--- config.mk ---
export PLATFORM = sky130hd
export DESIGN_NAME = pc_sequencer
export DESIGN_NICKNAME = d
export VERILOG_FILES = /design/src/rtl/pc_sequencer.sv
export SDC_FILE = /design/constraint.sdc
export NUM_CORES = 1
export LEC_CHECK = 0
export ABC_AREA = 0
export BUFFER_PORTS_ARGS = -buffer_cell sky130_fd_sc_hd__buf_2
export CORE_MARGIN = 2
export CORE_UTILIZATION = 44
export CTS_BUF_LIST = sky130_fd_sc_hd__clkbuf_4 sky130_fd_sc_hd__clkbuf_8
export CTS_CLUSTER_DIAMETER = 30
export CTS_CLUSTER_SIZE = 25
export DETAILED_ROUTE_END_ITERATION = 8
export HOLD_SLACK_MARGIN = 0.02
export PLACE_DENSITY = 0.79
export SYNTH_ARGS = -nofsm -noshare
export SYNTH_HDL_FRONTEND = slang
export SYNTH_SLANG_ARGS = --single-unit
--- constraint.sdc ---
create_clock -name clk -period 1.84 [get_ports clk]
set_clock_uncertainty 0.15 [all_clocks]
set_input_delay 0.276 -clock clk [delete_from_list [all_inputs] [get_ports clk]]
set_output_delay 0.276 -clock clk [all_outputs]
set_load 0.05 [all_outputs]
--- src/rtl/pc_sequencer.sv ---
// pc_sequencer
// Program-counter register and next-PC datapath for the fetch stage. It holds
// the PC and steps it by 1 or 2, or redirects it to a register target
// (X[SP] or R[rb]). For the reset vector M[0] and the interrupt vector M[1]
// it runs a two-cycle read of the synchronous instruction memory.
//
// Ports
//   clk, rst     rising-edge clock, synchronous active-high reset
//   S_Target     target select: 0 M[0], 1 M[1], 2 X[SP], 3 R[rb]
//   E_Pc         update the PC this cycle (0 holds)
//   E_Imm        increment by 2 instead of 1 (used only when load=1)
//   load         1: increment, 0: load target
//   stall        pipeline stall, freezes everything except the pending interrupt
//   intr         level interrupt request
//   mem_data     instruction memory read data (one cycle after mem_addr)
//   sp_data      X[SP] value (popped return address)
//   rb_data      R[rb] value
//   pc           current PC (registered)
//   mem_addr     instruction memory address
//   vec_rd       high while a vector read is issued
//   fetch_valid  high when mem_addr=pc is a real fetch
//   intr_ack     one-cycle pulse after an interrupt is accepted
//   ret_addr     return address captured at interrupt accept

module pc_sequencer #(
   parameter int ADDR_W = 8
) (
   input  logic              clk,
   input  logic              rst,
   input  logic [1:0]        S_Target,
   input  logic              E_Pc,
   input  logic              E_Imm,
   input  logic              load,
   input  logic              stall,
   input  logic              intr,
   input  logic [ADDR_W-1:0] mem_data,
   input  logic [ADDR_W-1:0] sp_data,
   input  logic [ADDR_W-1:0] rb_data,
   output logic [ADDR_W-1:0] pc,
   output logic [ADDR_W-1:0] mem_addr,
   output logic              vec_rd,
   output logic              fetch_valid,
   output logic              intr_ack,
   output logic [ADDR_W-1:0] ret_addr
);

   typedef enum logic [1:0] {
      RST_VEC  = 2'd0,
      VEC_WAIT = 2'd1,
      RUN      = 2'd2
   } state_t;

   state_t            state;
   state_t            state_next;
   logic              vec_sel;
   logic              intr_pend;
   logic [ADDR_W-1:0] next_pc;
   logic              update_en;
   logic              mem_redirect;
   logic              accept;

   // Next-PC datapath and the decisions taken in RUN. A memory redirect
   // (target M[0]/M[1]) beats a pending interrupt; the interrupt simply waits
   // for the next eligible RUN cycle.
   always_comb begin
      next_pc = pc;
      if (load) begin
         next_pc = pc + (E_Imm ? ADDR_W'(2) : ADDR_W'(1));
      end else if (S_Target == 2'd2) begin
         next_pc = sp_data;
      end else if (S_Target == 2'd3) begin
         next_pc = rb_data;
      end
      update_en    = (state == RUN) && !stall && E_Pc;
      mem_redirect = update_en && !load && !S_Target[1];
      accept       = update_en && !mem_redirect && intr_pend;
   end

   // State register.
   always_ff @(posedge clk) begin
      if (rst) begin
         state <= RST_VEC;
      end else begin
         state <= state_next;
      end
   end

   // Next-state logic. The vector states always advance: the memory read
   // completes regardless of stall.
   always_comb begin
      state_next = state;
      case (state)
         RST_VEC:  state_next = VEC_WAIT;
         VEC_WAIT: state_next = RUN;
         RUN: begin
            if (mem_redirect || accept) begin
               state_next = RST_VEC;
            end
         end
         default:  state_next = RST_VEC;
      endcase
   end

   // Output logic. Reset forces the vector-read view of M[0] immediately so
   // an abort mid-fetch or mid-RUN is visible in the same cycle.
   always_comb begin
      mem_addr    = pc;
      vec_rd      = 1'b0;
      fetch_valid = 1'b0;
      case (state)
         RST_VEC: begin
            mem_addr = {{(ADDR_W-1){1'b0}}, vec_sel};
            vec_rd   = 1'b1;
         end
         VEC_WAIT: begin
            mem_addr = {{(ADDR_W-1){1'b0}}, vec_sel};
         end
         RUN: begin
            fetch_valid = 1'b1;
         end
         default: begin
            mem_addr = {ADDR_W{1'b0}};
            vec_rd   = 1'b1;
         end
      endcase
      if (rst) begin
         mem_addr    = {ADDR_W{1'b0}};
         vec_rd      = 1'b1;
         fetch_valid = 1'b0;
      end
   end

   // PC, vector select, return address and interrupt bookkeeping. On a vector
   // decision the PC is left alone until VEC_WAIT loads the vector contents.
   // A request arriving in the accept cycle itself re-arms intr_pend.
   always_ff @(posedge clk) begin
      if (rst) begin
         pc        <= {ADDR_W{1'b0}};
         vec_sel   <= 1'b0;
         ret_addr  <= {ADDR_W{1'b0}};
         intr_pend <= 1'b0;
         intr_ack  <= 1'b0;
      end else begin
         intr_ack  <= accept;
         intr_pend <= intr | (intr_pend & ~accept);
         if (state == VEC_WAIT) begin
            pc <= mem_data;
         end else if (update_en && !mem_redirect && !accept) begin
            pc <= next_pc;
         end
         if (mem_redirect) begin
            vec_sel <= S_Target[0];
         end else if (accept) begin
            vec_sel <= 1'b1;
         end
         if (accept) begin
            ret_addr <= next_pc;
         end
      end
   end

endmodule

==> impl_results.md <==
* Critical Path Source: state[0]$_SDFFE_PP0P_
* Hold Vio Cnt, Final at 0
* Peak VDD IR at 0.463 mV
* DR vias at 1581
* Via density per instance at 5.36
* Reg power frac at 40.1%
* Maximum clock rate at 501 MHz
* Yosys top cell area share at 30.0%
* DIE WIDTH at 60.4 µm
* Share of cells above drive strength 1 at 49.8%
* Area growth from synthesis to layout at 54.7%
* Worst hold path type: in2reg
* Setup slack after layout at -0.157 ns
* H-Tree Depth at 1
* Clk network pwr share at 18.4%
* Seq/Total Area, Yosys at 30.0%
* Kind of critical path: reg2out
* Failing checks: setup timing
* Tcrit/Tclk final at 109%
* Nets at 293
* Detailed Place HPWL at 3050 µm
* Post-synth EDFFs at 0
* Antenna cells at 0
* Flop-to-flop setup slack at -0.05 ns
* Latest clock arrival within the worst-skew pair at 0.32 ns
* Count of cell types in the netlist at 45
* Area of placed instances at 0.00191 mm²
* WL/cell at 14.9 µm
* Synth async-reset ratio at 0%
* Switching Fraction at 37.7%
* Core footprint at 0.00303 mm²
* Root buffer cell: clkbuf_4
* Starting Density at 46.2%
* Final global-route overflow total at 0
* Worst hold margin at 0.0256 ns
* Cell internal pwr at 0.828 mW
* Largest net degree at the start of global routing at 16
* Dpl ws at -0.146 ns
* Clock sinks at 21
* Post-route ant nets at 0
* Top_reg_cell synth: dfxtp_1
* Syn Inst Count at 169
* Combinational power share at 41.5%
* Worst Path Max Fanout at 7
* CTS tree: built
* CP delay by family, top: flip-flops
* Rows at 20
* I/O pin count at 60
* Total Routing Usage GR at 24.3%
* CP Cell Sequence: ha_2, nor3b_4, buf_6, and2_2, buf_8
* Max-slew violation total from the final report at 0
* Initial antenna violation count at 0
* CTS buffer count at 3
* Reg2reg path depth at 7
* I/O Buffers at 59
* Vias in the first global route at 1435
* Critical path launch point type: flop
* P_sw at 0.502 mW
* DRT Pass-1 Iters at 4
* CTS Buffer Depth at 2
* Worst-Margin Slew at 0.316 ns
* Cell area after synthesis at 0.00140 mm²
* Most frequent cells after synthesis: dfxtp_1 (21), nand2_1 (13), a21oi_1 (11), nor2_1 (11)
* Dominant cells by area after synthesis: dfxtp_1 (30%), mux2i_1 (7.1%), ha_1 (6.3%), a21oi_1 (3.9%), nand2_1 (3.5%)
* Yosys reg bits at 21
* Worst r2r src: pc[0]$_SDFFE_PP0P_
* Reg clk slew, reported paths at 0.12 ns
* CP max-delay cell: dfxtp_4
* Yosys top cell by area: dfxtp_1
* Syn nets at 210
* CP max stage delay at 0.38 ns
* Required time at the worst-slack endpoint at 1.41 ns
* Worst Path Buf+Inv at 2
* DRT Wirelength at 4400 µm
* Die height at 60.4 µm
* Mapped Avg Cell Area at 8.28 µm²
* First-pass GRT wire length at 6680 µm
* CP Depth at 5
* Residual DRC count at 0
* Setup crit end: mem_addr[5]
* RSZ-0062 raised after global routing: yes
* YS warnings at 0
* Fin crit period at 2.00 ns
* PwrDens at 614 mW/mm²
* Run status: complete, but fails checks
* Rel. slew slack at 78.9%
* Setup violators final at 10
* Die ar. at 0.00365 mm²
* Worst Path Arrival at 1.57 ns
* Crit end category: output port
* Crit Reg-Reg Endpoint: pc[4]$_SDFFE_PP0P_
* Leak at 1.01 nW
* Placer Congestion at 0.863
* Max cap viols at 0
* Final Cell Area at 0.00217 mm²
* Most numerous cell in the Yosys netlist: dfxtp_1
* 1st-iter DRT viols at 57
[timing repair]
| item | in CTS | in global routing |
|---|---|---|
| buffers inserted | 4 | 3 |
| pin swaps | 5 | 8 |
| cloned | 0 | 0 |
| hold buffers | 1 | 0 |
| gates resized for setup | 40 | 10 |
| hold endpoints to repair | 1 | 0 |
| setup endpoints to repair | 19 | 18 |
[metal layers]
| metal | part of all wire, % | global-route usage [%] |
|---|---|---|
| met1 | 43 | 31.1 |
| met2 | 51 | 43.5 |
| met3 | 5.1 | 4.69 |
| met4 | 1.7 | 4.04 |
| met5 | 0 | 0 |
[power by group through the flow]
stage	clock network [mW]	logic [mW]	registers, mW
6_report	0.245	0.552	0.533
5_1_grt	0.264	0.600	0.538
4_1_cts	0.246	0.530	0.530
3_5_place_dp	0	0.462	0.537
3_3_place_gp	0	0.455	0.535
2_1_floorplan	0	0.233	0.603
[flip-flops by register name, indices dropped and copies added (netlist names)]
name       flops
intr_ack       1
intr_pend      1
pc             8
ret_addr       8
state          2
vec_sel        1
[stage by stage]
stage	power, mW	utilization [%]	TNS, ns	std cells
6_report	1.33	71.5	-1.14	295
5_1_grt	1.40	71.5	-1.81	295
4_1_cts	1.31	69.9	-0.910	292
3_5_place_dp	0.999	63.2	-0.692	284
3_3_place_gp	0.990	63.2	-0.169	284
2_1_floorplan	0.836	-	-0.0495	169
[how the worst min path moves through the flow]
stage	end	startpoint	slack, ns	cells past startpoint
global route	pc[3]$_SDFFE_PP0P_	mem_data[3]	0.03	2
floorplan	pc[6]$_SDFFE_PP0P_	mem_data[6]	0.24	2
finish	pc[3]$_SDFFE_PP0P_	mem_data[3]	0.03	2
CTS	intr_pend$_SDFF_PP0_	intr	0.03	3
detailed placement	ret_addr[2]$_SDFFE_PP0P_	ret_addr[2]$_SDFFE_PP0P_	0.30	2
global placement	ret_addr[4]$_SDFFE_PP0P_	ret_addr[4]$_SDFFE_PP0P_	0.29	2
[layout by cell type (no fill, tap or decap), drive strengths merged, types with 3 or more instances in the layout]
cell type,count
buf,86
clkbuf,5
nor2,11
and2,7
mux2i,10
a21oi,11
o21ai,8
a211oi,6
nor2b,3
nor3b,3
nor3,4
nand2,13
ha,7
dfxtp,21
and3,3
inv,10
nand3,6
a22oi,7
[final cells by class]
cell class,instances,area (µm²)
repair buffers,88,598
well taps,44,55.1
flip-flops and latches,21,433
clock buffers,4,30.0
multi-input cells,128,1010
inverters,10,40.0
fillers,252,862
[cells by family after synthesis]
logic type,count (synthesis),share of synthesized area (%)
adders and majority gates,8,7.69
buffers and inverters,20,6.52
and+or+nand+nor,61,23.4
muxes,11,8.22
AOI/OAI and AO/OA,48,24.1
DFF,21,30.0
(Power assumes the default switching activity.)
